### src/rtl/serial_add_sub_ctrl_if.sv
// Request/response bundle between a requesting datapath and the bit-serial
// add/sub controller. The requester drives operands; the controller reports status and results.
interface serial_add_sub_ctrl_if #(
   parameter int WIDTH = 8
);
   logic             start;
   logic             mode;
   logic [WIDTH-1:0] a;
   logic [WIDTH-1:0] b;
   logic             busy;
   logic             done;
   logic [WIDTH-1:0] result;
   logic             carry_out;
   logic             overflow;

   modport master (
      output start, mode, a, b,
      input  busy, done, result, carry_out, overflow
   );

   modport slave (
      input  start, mode, a, b,
      output busy, done, result, carry_out, overflow
   );
endinterface

### src/rtl/serial_add_sub_ctrl.sv
// Bit-serial adder/subtractor: one shared full_adder cell is stepped LSB-first
// over WIDTH cycles. Subtraction is a + ~b + 1, with the +1 coming from the carry preload.
module full_adder (
   input  logic a,
   input  logic b,
   input  logic cin,
   output logic sum,
   output logic cout
);
   assign sum  = a ^ b ^ cin;
   assign cout = (a & b) | (cin & (a ^ b));
endmodule

module serial_add_sub_ctrl #(
   parameter int WIDTH = 8
) (
   input  logic                 clk,
   input  logic                 rst_n,
   serial_add_sub_ctrl_if.slave bus
);
   localparam int CNT_W = (WIDTH > 2) ? $clog2(WIDTH) : 1;

   typedef enum logic [1:0] {
      IDLE = 2'd0,
      RUN  = 2'd1,
      DONE = 2'd2
   } state_t;

   state_t state_reg, state_next;

   logic [WIDTH-1:0] sh_a_reg;
   logic [WIDTH-1:0] sh_b_reg;
   logic [WIDTH-1:0] acc_reg;
   logic [WIDTH-1:0] result_reg;
   logic [CNT_W-1:0] cnt_reg;
   logic             cff_reg;
   logic             carry_out_reg;
   logic             overflow_reg;

   logic [WIDTH-1:0] b_load;
   logic [WIDTH-1:0] acc_next;
   logic             fa_sum;
   logic             fa_carry;
   logic             last_step;

   // Operand B is inverted on load for subtraction.
   genvar gi;
   generate
      for (gi = 0; gi < WIDTH; gi++) begin : g_b_load
         assign b_load[gi] = bus.b[gi] ^ bus.mode;
      end
   endgenerate

   full_adder u_full_adder (
      .a    (sh_a_reg[0]),
      .b    (sh_b_reg[0]),
      .cin  (cff_reg),
      .sum  (fa_sum),
      .cout (fa_carry)
   );

   assign last_step = (cnt_reg == CNT_W'(WIDTH - 1));
   assign acc_next  = {fa_sum, acc_reg[WIDTH-1:1]};

   always_ff @(posedge clk or negedge rst_n) begin
      if (!rst_n) begin
         state_reg <= IDLE;
      end else begin
         state_reg <= state_next;
      end
   end

   always_comb begin
      state_next = state_reg;
      case (state_reg)
         IDLE:    if (bus.start) state_next = RUN;
         RUN:     if (last_step) state_next = DONE;
         DONE:    state_next = IDLE;
         default: state_next = IDLE;
      endcase
   end

   always_ff @(posedge clk or negedge rst_n) begin
      if (!rst_n) begin
         sh_a_reg      <= '0;
         sh_b_reg      <= '0;
         acc_reg       <= '0;
         result_reg    <= '0;
         cnt_reg       <= '0;
         cff_reg       <= 1'b0;
         carry_out_reg <= 1'b0;
         overflow_reg  <= 1'b0;
      end else begin
         case (state_reg)
            IDLE: begin
               if (bus.start) begin
                  sh_a_reg <= bus.a;
                  sh_b_reg <= b_load;
                  cff_reg  <= bus.mode;
                  cnt_reg  <= '0;
               end
            end
            RUN: begin
               sh_a_reg <= sh_a_reg >> 1;
               sh_b_reg <= sh_b_reg >> 1;
               acc_reg  <= acc_next;
               cff_reg  <= fa_carry;
               cnt_reg  <= cnt_reg + 1'b1;
               // cff_reg still holds the carry into the MSB on this step.
               if (last_step) begin
                  result_reg    <= acc_next;
                  carry_out_reg <= fa_carry;
                  overflow_reg  <= cff_reg ^ fa_carry;
               end
            end
            default: ;
         endcase
      end
   end

   assign bus.busy      = (state_reg != IDLE);
   assign bus.done      = (state_reg == DONE);
   assign bus.result    = result_reg;
   assign bus.carry_out = carry_out_reg;
   assign bus.overflow  = overflow_reg;
endmodule
### src/flat_wrapper.sv
// flat-port wrapper written by rule: the top's interface ports become plain ports
module serial_add_sub_ctrl_flat 
#(
   parameter int WIDTH = 8
)
  (clk, rst_n, bus_start, bus_mode, bus_a, bus_b, bus_busy, bus_done, bus_result, bus_carry_out, bus_overflow);
  serial_add_sub_ctrl_if #(.WIDTH(WIDTH)) bus_i ();
  input  logic clk;
  input  logic rst_n;
  input wire logic [$bits(bus_i.start)-1:0] bus_start;
  input wire logic [$bits(bus_i.mode)-1:0] bus_mode;
  input wire logic [$bits(bus_i.a)-1:0] bus_a;
  input wire logic [$bits(bus_i.b)-1:0] bus_b;
  output wire logic [$bits(bus_i.busy)-1:0] bus_busy;
  output wire logic [$bits(bus_i.done)-1:0] bus_done;
  output wire logic [$bits(bus_i.result)-1:0] bus_result;
  output wire logic [$bits(bus_i.carry_out)-1:0] bus_carry_out;
  output wire logic [$bits(bus_i.overflow)-1:0] bus_overflow;
  assign bus_i.start = bus_start;
  assign bus_i.mode = bus_mode;
  assign bus_i.a = bus_a;
  assign bus_i.b = bus_b;
  assign bus_busy = bus_i.busy;
  assign bus_done = bus_i.done;
  assign bus_result = bus_i.result;
  assign bus_carry_out = bus_i.carry_out;
  assign bus_overflow = bus_i.overflow;
  serial_add_sub_ctrl #(.WIDTH(WIDTH)) u_core (.clk(clk), .rst_n(rst_n), .bus(bus_i));
endmodule
### config.mk
export PLATFORM = sky130hd
export DESIGN_NAME = serial_add_sub_ctrl_flat
export DESIGN_NICKNAME = d
export VERILOG_FILES = /design/src/rtl/serial_add_sub_ctrl_if.sv /design/src/rtl/serial_add_sub_ctrl.sv /design/src/flat_wrapper.sv
export SDC_FILE = /design/constraint.sdc
export NUM_CORES = 1
export LEC_CHECK = 0
export BUFFER_PORTS_ARGS = -buffer_cell sky130_fd_sc_hd__buf_2
export CAP_MARGIN = 10
export CORE_MARGIN = 4
export CORE_UTILIZATION = 55
export CTS_BUF_LIST = sky130_fd_sc_hd__clkbuf_8 sky130_fd_sc_hd__clkbuf_16
export DETAILED_ROUTE_END_ITERATION = 7
export PLACE_DENSITY_LB_ADDON = 0.08
export SETUP_SLACK_MARGIN = 0.1
export SLEW_MARGIN = 10
export SYNTH_ARGS = -nofsm -noshare
export SYNTH_HDL_FRONTEND = slang
export SYNTH_SLANG_ARGS = --single-unit
export TNS_END_PERCENT = 5
### constraint.sdc
create_clock -name clk -period 1.95 [get_ports clk]
set_input_delay 0.39 -clock clk [delete_from_list [all_inputs] [get_ports clk]]
set_output_delay 0.39 -clock clk [all_outputs]
set_load 0.005 [all_outputs]
# Word-level counts from Yosys, hierarchy flattened
# Index checks and enable logic that the tools add are counted.
# op_classes
add_sub_neg	1
magnitude_cmp	0
mul	0
div	0
muxes	11
shift	0
n_eq_ne	5
bitwise_logic	14
reduce_logical	6
# ops
op	n
case mux 8 bit (2 select lines)	2
two-way mux 8 bit	2
XOR 1 bit	11
case mux 3 bit (2 select lines)	1
AND reduction 2 bit	3
two-way mux 2 bit	2
case mux 2 bit (2 select lines)	1
nonzero test 2 bit	2
adder 3 x 1 -> 3 bit (second input constant)	1
equality test 3 bit (second input constant)	1
two-way mux 3 bit	1
bitwise AND 1 bit	2
equality test 2 x 1 -> 1 bit (second input constant)	1
equality test 2 bit (second input constant)	1
logical NOT 2 bit	1
!= test 2 x 1 -> 1 bit (second input constant)	1
!= test 2 bit (second input constant)	1
case mux 1 bit (2 select lines)	1
two-way mux 1 bit	1
bitwise OR 1 bit	1
# totals
mem_bits_ro	0
latchBits	0
mem_bits_rw	0
ff_bits	40
mem_count	0
output_inout_bits	12

# Longest topological paths before layout
# Gate-level depths: netlist of the first run.
# logic_depth
word_depth	4
mapped_depth	6

# Cells and area by module
# A second synthesis of the first run with hierarchy kept.
# hier_totals
hier_cells	156
area_unflattened_um2	1831.8
# modules_own_cells
module	area_each_um2	cells_each	seq_area_each_um2	instances
serial_add_sub_ctrl	1811.7	155	975.9	1
full_adder	20.0	1	0.0	1

# Worst setup path before layout of the first run
# Ideal clock, no wire load.
# synth_path
kind	register to register
from	register u_core.cnt_reg[0]
to	register u_core.carry_out_reg, in the netlist u_core.bus.carry_out
path_buffers	1
path_stages_with_launch	6
required_time_ns	1.825
slack_ns	0.423
arrival_time_ns	1.402
path_cell_list	dfrtp_1 -> ha_1 -> ha_1 -> nand3b_1 -> buf_2 -> mux2_2
# synth_via
elab_chain_len	2
# synth_rtl
element	line	text
from (decl)	serial_add_sub_ctrl.sv:35	logic [CNT_W-1:0] cnt_reg;
from (signal assigned)	serial_add_sub_ctrl.sv:108	cnt_reg <= cnt_reg + 1'b1;
equality test 3 bit	serial_add_sub_ctrl.sv:62	assign last_step = (cnt_reg == CNT_W'(WIDTH - 1));
AND reduction 2 bit (no line)	n/a	
to (signal assigned)	serial_add_sub_ctrl.sv:112	carry_out_reg <= fa_carry;
to (decl)	serial_add_sub_ctrl.sv:37	logic carry_out_reg;
# Every way passes these cells.
# A chain may end at the register's enable or synchronous reset.

# Worst setup path in the final report of the first run
# layout_path
from	register u_core.state_reg[1]
to	output port bus_busy
# layout_via
elab_chain_len	1
# layout_rtl
element	line	text
from (decl)	serial_add_sub_ctrl.sv:29	state_t state_reg, state_next;
from (signal assigned)	serial_add_sub_ctrl.sv:69	state_reg <= state_next;
nonzero test 2 bit	serial_add_sub_ctrl.sv:121	assign bus.busy = (state_reg != IDLE);
to (decl)	flat_wrapper.sv:14	output wire logic [$bits(bus_i.busy)-1:0] bus_busy;
# Every way passes these cells.

==> results.toml, run 1 <==
[floorplan]
core_um2 = 3100
die_y_um = 65.6
start_util_pct = 58.8
die_x_um = 65.6
placementRows = 20
pin_count = 32
dieArea_um2 = 4300

[outcome]
status = "completed"

[clocking]
hold_buffers = 0
cts_sinks = 39
cts_tree = "built"
cts_setup_buffers = 0
clkLatencyLatePin_ns = 0.29
htree_levels = 2
clockRootBuffer = "clkbuf_8"
cts_repair_resize_count = 0
clkTransAtPathRegs_ns = 0.07
clockBufferDepth = 2
cts_buffers = 5

[global_route]
antenna_found_initial = 0
grt_pass1_wl_mm = 6.64
track_usage_pct = 20.5
overflow = 0
grt_max_degree = 40
grt_pass1_vias = 1421

[synth]
synth_seq_cells = 39
synth_nets = 179
yosysUniqueCellTypes = 26
syn_inst = 156
syn_area_um2 = 1830
yosys_warnings = 0
syn_avg_cell_area_um2 = 11.7
ys_seq_area_share_pct = 53.5

[pwr]
p_per_area_nw_per_um2 = 1500
leakagePower_nw = 1.01
vdd_drop_max_v = 0.000818

[setup_path]
cp_num_buf_inv = 2
cp_max_fo = 15
path_cells = "buf_4, or2_2, buf_2"
path_class = "reg2out"
cp-start-kind = "register"
critPathMaxStageDelay_ns = 0.49
critical_path.top_delay_family = "flip-flops"
critPathRequiredTime_ns = 1.56
cp.arrival_ns = 1.39
endpoint_kind = "output port"
crit_slowest_cell = "dfrtp_2"

[job]
max_cap_violations = 0

[final_layout]
design_area_um2 = 2180
fin_nets = 214
finalNonFillerCells = 236
area_growth_pct = 19.5
final_common_cell = "dfrtp_1"
final_cell_mix = "dfrtp_1 (38), buf_2 (31), mux2_2 (17), a22oi_1 (11), o21ai_0 (11)"
n_antenna_cell = 0
drive_above_1_share_pct = 34.9

[sta]
worst_pin_slew_ns = 0.476
tns_ns = 0
finalHoldViolCount = 0
fmax_mhz = 563
slew_headroom_pct = 68.3
clock_skew_ns = 0.00506
setup-violations-final = 0
fin_crit_sh_pct = 91.1
drv_slew = 0
fin_crit_ns = 1.78
setup_ws_ns = 0.173
rsz0062_at_grt = "false"
hold_slack_ns = 0.143

[min_path]
hold_path.class = "in2async"

[drt]
drc = 0
totalWireLength_mm = 3.68
wire_per_inst_um = 15.6
ant_nets = 0
viasPerCell = 5.56
drt-initial-drc-count = 139
dr.pass1.iters = 4
num_vias = 1313

[placed_design]
post_dp_cell_area_um2 = 2050
gp_congestion = 0.774
numPortBuffers = 31
pre_cts_slack_ns = 0.417
dp_hpwl_mm = 2.55
place_inst = 228
==> cell type report <==
| type | instances | area [um^2] |
|---|---|---|
| clock buffer | 5 | 68.8 |
| clock inverter | 3 | 63.8 |
| fill | 254 | 921 |
| inverter | 5 | 18.8 |
| multi-input combinational | 100 | 776 |
| sequential | 39 | 977 |
| tap | 44 | 55.1 |
| timing repair buffer | 40 | 223 |
==> where the power goes <==
part | internal (mW) | switching (mW)
combinational | 0.614 | 0.494
sequential | 1.16 | 0.245
clock | 0.506 | 0.270
==> cell usage after synthesis <==
library cell / n / area (um^2)
xnor2_1: 8 / 70.1
a221o_1: 4 / 40.0
dfrtp_1: 39 / 976
nor2_1: 1 / 3.75
inv_1: 5 / 18.8
o32ai_1: 4 / 35.0
and2b_1: 4 / 30.0
nand3b_1: 1 / 7.51
mux2_2: 17 / 191
xor2_1: 1 / 8.76
or3b_1: 1 / 8.76
o21ba_2: 1 / 10.0
o21ai_0: 11 / 55.1
o21bai_1: 1 / 7.51
nor2b_1: 10 / 62.6
a21oi_1: 9 / 45.0
fa_1: 1 / 20.0
nand2_1: 7 / 26.3
buf_2: 8 / 40.0
or2_2: 1 / 6.26
o211ai_1: 3 / 22.5
buf_1: 1 / 3.75
ha_1: 2 / 25.0
a22oi_1: 11 / 82.6
clkbuf_1: 3 / 11.3
a22o_1: 2 / 17.5
==> per-layer routing <==
layer | up-vias | wire length, um | part of all wire, % | global-route usage [%]
met5 | - | 0 | 0 | 0
met4 | 0 | 99 | 2.7 | 9.59
met3 | 10 | 192 | 5.2 | 6.15
met2 | 40 | 1840 | 50 | 32.4
met1 | 639 | 1550 | 42 | 25.7
li1 | 624 | - | - | -
==> stage by stage <==
| step | util, % | power [mW] |
|---|---|---|
| after floorplan | - | 2.14 |
| after global routing | 70.3 | 3.54 |
| after global placement | 66.0 | 2.45 |
| after detailed placement | 66.0 | 2.53 |
| after CTS | 70.3 | 3.32 |
| final | 70.3 | 3.28 |
==> worst paths after layout <==
kind	startpoint	to	slack [ns]	cells past startpoint
max	u_core.state_reg[1]	bus_busy	0.17	3
min	rst_n	u_core.bus.result[1]	0.14	2
max reg2reg	u_core.cnt_reg[0]	u_core.bus.result[2]	0.42	5
min reg2reg	u_core.bus.result[1]	u_core.bus.result[1]	0.50	1
max in group asynchronous	rst_n	u_core.state_reg[1]	1.45	2
min in group clk	bus_a[0]	u_core.sh_a_reg[0]	0.40	3
==> kinds of logic (layout without fill, tap and decap cells) <==
family | count (synthesis) | in the layout | synth area share [%]
multiplexers | 17 | 17 | 10.5
buffers and inverters | 17 | 53 | 4.04
AND/OR/NAND/NOR | 25 | 25 | 7.95
XOR/XNOR | 9 | 9 | 4.32
flip-flops | 39 | 39 | 53.5
AO/OA/AOI/OAI | 46 | 46 | 17.3
adder cells (fa/ha/maj) | 3 | 3 | 2.47
Note: power is estimated with default switching activity, not from simulation.
==> run 2, diff against run 1 <==
--- a/config.mk
+++ b/config.mk
@@ -12,6 +12,7 @@
 export CTS_BUF_LIST = sky130_fd_sc_hd__clkbuf_8 sky130_fd_sc_hd__clkbuf_16
 export DETAILED_ROUTE_END_ITERATION = 7
 export PLACE_DENSITY_LB_ADDON = 0.08
+export RECOVER_POWER = 25
 export SETUP_SLACK_MARGIN = 0.1
 export SLEW_MARGIN = 10
 export SYNTH_ARGS = -nofsm -noshare
==> run 2 against run 1 <==
Effect of this change:
- die area is the same
- critical path type unchanged
- worst setup slack is the same
- largest cell class unchanged
- non-clock buffer count is the same
- sequential power is essentially flat
==> results.toml, run 2 (same netlist as run 1, synthesis figures left out) <==
[drt]
ant_nets = 0
drt-initial-drc-count = 139
num_vias = 1313
dr.pass1.iters = 4
viasPerCell = 5.56
totalWireLength_mm = 3.68
drc = 0
wire_per_inst_um = 15.6

[placed_design]
numPortBuffers = 31
pre_cts_slack_ns = 0.417
post_dp_cell_area_um2 = 2050
gp_congestion = 0.774
place_inst = 228
dp_hpwl_mm = 2.55

[pwr]
power_mw = 3.28
p_per_area_nw_per_um2 = 1510
leakagePower_nw = 1.01
vdd_drop_max_v = 0.000818

[setup_path]
critPathRequiredTime_ns = 1.56
reg2reg_from = "u_core.cnt_reg[0]"
path_class = "reg2out"
startpoint = "u_core.state_reg[1]"
endpoint_kind = "output port"
cp.arrival_ns = 1.39
cp-start-kind = "register"
cp_max_fo = 15

[final_layout]
drive_above_1_share_pct = 34.9
final_cell_mix = "dfrtp_1 (38), buf_2 (31), mux2_2 (17), a22oi_1 (11), o21ai_0 (11)"
design_area_um2 = 2180
fin_nets = 214
nFillCells = 253
final_common_cell = "dfrtp_1"
n_antenna_cell = 0
postLayoutCoreUtil_pct = 70.2
area_growth_pct = 19.4
finalNonFillerCells = 236
regArea_um2 = 977
multi_input_area_um2 = 776

[sta]
fin_crit_ns = 1.78
fmax_mhz = 563
finalHoldViolCount = 0
setup-violations-final = 0
rsz0062_at_grt = "false"
fin_crit_sh_pct = 91.1
drv_slew = 0
clock_skew_ns = 0.00506
slew_headroom_pct = 37.6
setup_ws_ns = 0.173
worst_pin_slew_ns = 0.936
hold_slack_ns = 0.316
tns_ns = 0

[min_path]
hold_path.class = "in2async"

[global_route]
grt_max_degree = 40
overflow = 0
grt_pass1_wl_mm = 6.64
antenna_found_initial = 0
grt_pass1_vias = 1421
track_usage_pct = 20.5

[clocking]
clkLatencyLatePin_ns = 0.29
htree_levels = 2
cts_setup_buffers = 0
clockBufferDepth = 2
cts_tree = "built"
clockRootBuffer = "clkbuf_8"
cts_sinks = 39
clkTransAtPathRegs_ns = 0.07
cts_buffers = 5

[floorplan]
start_util_pct = 58.8
die_x_um = 65.6
placementRows = 20
dieArea_um2 = 4300
die_y_um = 65.6
pin_count = 32
core_um2 = 3100

[job]
max_cap_violations = 0

[outcome]
status = "completed"
==> run 2: critical path, cell delays in order, from the launching register on <==
cell and delay, ns:
dfrtp_2 0.49, buf_4 0.21, or2_2 0.27, buf_2 0.13
==> run 2: repair_timing <==
action | in CTS | in global routing
hold buffers | 0 | 0
gates resized for setup | 0 | 1
setup endpoints to repair | 0 | 1
endpoints found under the hold margin | 0 | 0
==> run 2: final timing paths <==
check                                        to  cells past startpoint  slack [ns]
max reg2reg                u_core.bus.result[2]                      5        0.42
max in group asynchronous   u_core.state_reg[1]                      2        1.00
min in group clk             u_core.sh_a_reg[0]                      3        0.40
max                                    bus_busy                      3        0.17
min                        u_core.bus.result[1]                      2        0.32
min reg2reg                u_core.bus.result[1]                      1        0.50
==> run 2: routing by layer <==
layer  part of all wire, %  global-route usage, %  vias to the layer above
met5                     0                      0                        -
met4                   2.7                   9.59                        0
met3                   5.2                   6.15                       10
met2                    50                   32.4                       40
met1                    42                   25.7                      639
li1                      -                      -                      624
==> run 2: area by class of cell <==
| cell class | count | area share [%] |
|---|---|---|
| Timing Repair Buffer | 40 | 10.1 |
| Clock buffer | 5 | 3.16 |
| Clock inverter | 3 | 2.93 |
| Tap cell | 44 | 2.53 |
| Sequential cell | 39 | 44.8 |
| Inverter | 5 | 0.861 |
| Multi-Input combinational cell | 100 | 35.6 |
==> run 2: power breakdown <==
group	total (mW)	switching [mW]	internal [mW]	leakage (nW)
registers	1.40	0.245	1.16	0.491
logic	1.11	0.494	0.613	0.454
clock network	0.776	0.270	0.506	0.0695
==> run 3, diff against run 2 <==
--- a/config.mk
+++ b/config.mk
@@ -10,6 +10,7 @@
 export CORE_MARGIN = 4
 export CORE_UTILIZATION = 55
 export CTS_BUF_LIST = sky130_fd_sc_hd__clkbuf_8 sky130_fd_sc_hd__clkbuf_16
+export CTS_CLUSTER_SIZE = 12
 export DETAILED_ROUTE_END_ITERATION = 7
 export PLACE_DENSITY_LB_ADDON = 0.08
 export RECOVER_POWER = 25
==> constraint.sdc (replaced) <==
create_clock -name clk -period 1.8 [get_ports clk]
set_input_delay 0.36 -clock clk [delete_from_list [all_inputs] [get_ports clk]]
set_output_delay 0.36 -clock clk [all_outputs]
set_load 0.005 [all_outputs]
==> run 3 against run 2 <==
Effect of this change:
- power rose by 1.8%
- sequential power increased by 8%
- cell area is 0.11% lower
- wire length is 3.0% lower
- combinational power increased by 13%
- critical path type unchanged
- largest cell class unchanged
- highest routed layer unchanged
==> results.toml, run 3 (same netlist as run 1, synthesis figures left out) <==
[floorplan]
placementRows = 20
die_y_um = 65.6
core_um2 = 3100
start_util_pct = 58.8
dieArea_um2 = 4300
die_x_um = 65.6
pin_count = 32

[clocking]
clockBufferDepth = 2
htree_levels = 2
cts_buffers = 5
clkTransAtPathRegs_ns = 0.07
clkLatencyLatePin_ns = 0.29
clockRootBuffer = "clkbuf_8"
cts_sinks = 39
cts_tree = "built"

[sta]
tns_ns = 0
fmax_mhz = 609
setup-violations-final = 0
drv_slew = 0
setup_ws_ns = 0.159
worst_pin_slew_ns = 0.953
finalHoldViolCount = 0
slew_headroom_pct = 36.5
fin_crit_ns = 1.64
rsz0062_at_grt = "true"
fin_crit_sh_pct = 91.2
clock_skew_ns = 0.00186

[drt]
num_vias = 1340
viasPerCell = 5.58
ant_nets = 0
drc = 0
wire_per_inst_um = 14.9
dr.pass1.iters = 4
totalWireLength_mm = 3.57
drt-initial-drc-count = 85

[pwr]
p_int_mw = 2.26
p_sw_mw = 1.09
vdd_drop_max_v = 0.00105
leakagePower_nw = 1.02
switching_share_pct = 32.5
p_per_area_nw_per_um2 = 1540
combinationalPowerShare_pct = 37.3
power_frac_clock_pct = 17.4
pwr-share-seq_pct = 45.3

[global_route]
grt_pass1_wl_mm = 6.57
grt_pass1_vias = 1415
top_usage_layer = "met2"
track_usage_pct = 20.3
overflow = 0
antenna_found_initial = 0
grtUsageMet3_pct = 6.50
met1_usage_pct = 25.7
use_met2_pct = 32.2
grt_max_degree = 40

[min_path]
hold_path.class = "in2async"

[placed_design]
gp_congestion = 0.779
pre_cts_slack_ns = 0.276
numPortBuffers = 31
dp_hpwl_mm = 2.50

[setup_path]
path_class = "reg2out"
critPathMaxStageDelay_ns = 0.44
path_cells = "buf_6, or2_2, buf_2"
critPathRequiredTime_ns = 1.44
cp_max_fo = 6
crit_slowest_cell = "dfrtp_2"
cp.arrival_ns = 1.28
reg2reg_from = "u_core.cnt_reg[0]"
reg2reg_to = "u_core.bus.result[3]"
reg2reg_depth = 5
r2r_setup_slack_ns = 0.28
cp-start-kind = "register"
endpoint_kind = "output port"

[final_layout]
fin_nets = 219
multi_input_area_um2 = 776
final_cell_mix = "dfrtp_1 (37), buf_2 (31), mux2_2 (17), buf_4 (12)"
regArea_um2 = 978
nFillCells = 251
postLayoutCoreUtil_pct = 70.2
area_growth_pct = 19.3
final_common_cell = "dfrtp_1"
n_antenna_cell = 0
drive_above_1_share_pct = 37.2

[outcome]
status = "completed"

[job]
max_cap_violations = 0
[run 3: through the flow]
stage          std cells  total power, mW  instance area (um^2)  hold slack (ns)
6_report             240             3.34                  2180            0.293
5_1_grt              240             3.61                  2180            0.390
4_1_cts              237             3.34                  2150            0.124
3_5_place_dp         230             2.74                  2060            0.440
3_3_place_gp         230             2.67                  2060            0.431
2_1_floorplan        156             2.32                  1830           0.0644
[run 3: area by class of cell]
type                    count  share of cell area (%)
multi-input cells         100                    35.6
flip-flops and latches     39                    44.9
clock buffers               6                    3.79
well taps                  44                    2.53
inverters                   5                   0.862
clock inverters             1                   0.230
repair buffers             45                    12.0
[run 3: repair_timing]
item | 4_1_cts | 5_1_grt
pin swaps | 0 | 0
resized for setup | 1 | 2
buffers inserted | 0 | 3
setup endpoints to repair | 1 | 2
hold buffers | 0 | 0
[run 3: critical path, delay by kind of cell, from the launching register on]
kind                   cells  cell delay (ns)
buffers and inverters      2             0.27
AND/OR/NAND/NOR            1             0.28
flip-flops                 1             0.44
[run 3: worst max path at each step]
stage / start / end / slack [ns]
after CTS: u_core.state_reg[0] / bus_busy / 0.11
after global routing: u_core.state_reg[1] / bus_done / 0.09
final: u_core.state_reg[0] / bus_busy / 0.16
after floorplan: u_core.cnt_reg[0] / u_core.bus.carry_out / 0.27
after detailed placement: u_core.cnt_reg[0] / u_core.bus.result[3] / 0.28
after global placement: u_core.cnt_reg[0] / u_core.bus.carry_out / 0.32
[run 3: power by group through the flow]
stage	clock (mW)	sequential, mW	combinational [mW]
global route	0.646	1.57	1.40
finish	0.583	1.51	1.25
detailed placement	0	1.53	1.21
global placement	0	1.50	1.17
CTS	0.607	1.51	1.22
floorplan	0	1.46	0.852
[run 3: layer usage]
metal	vias to the layer above	routed length [um]
met1	665	1510
met4	0	74
met5	-	0
met2	34	1790
li1	632	-
met3	9	194
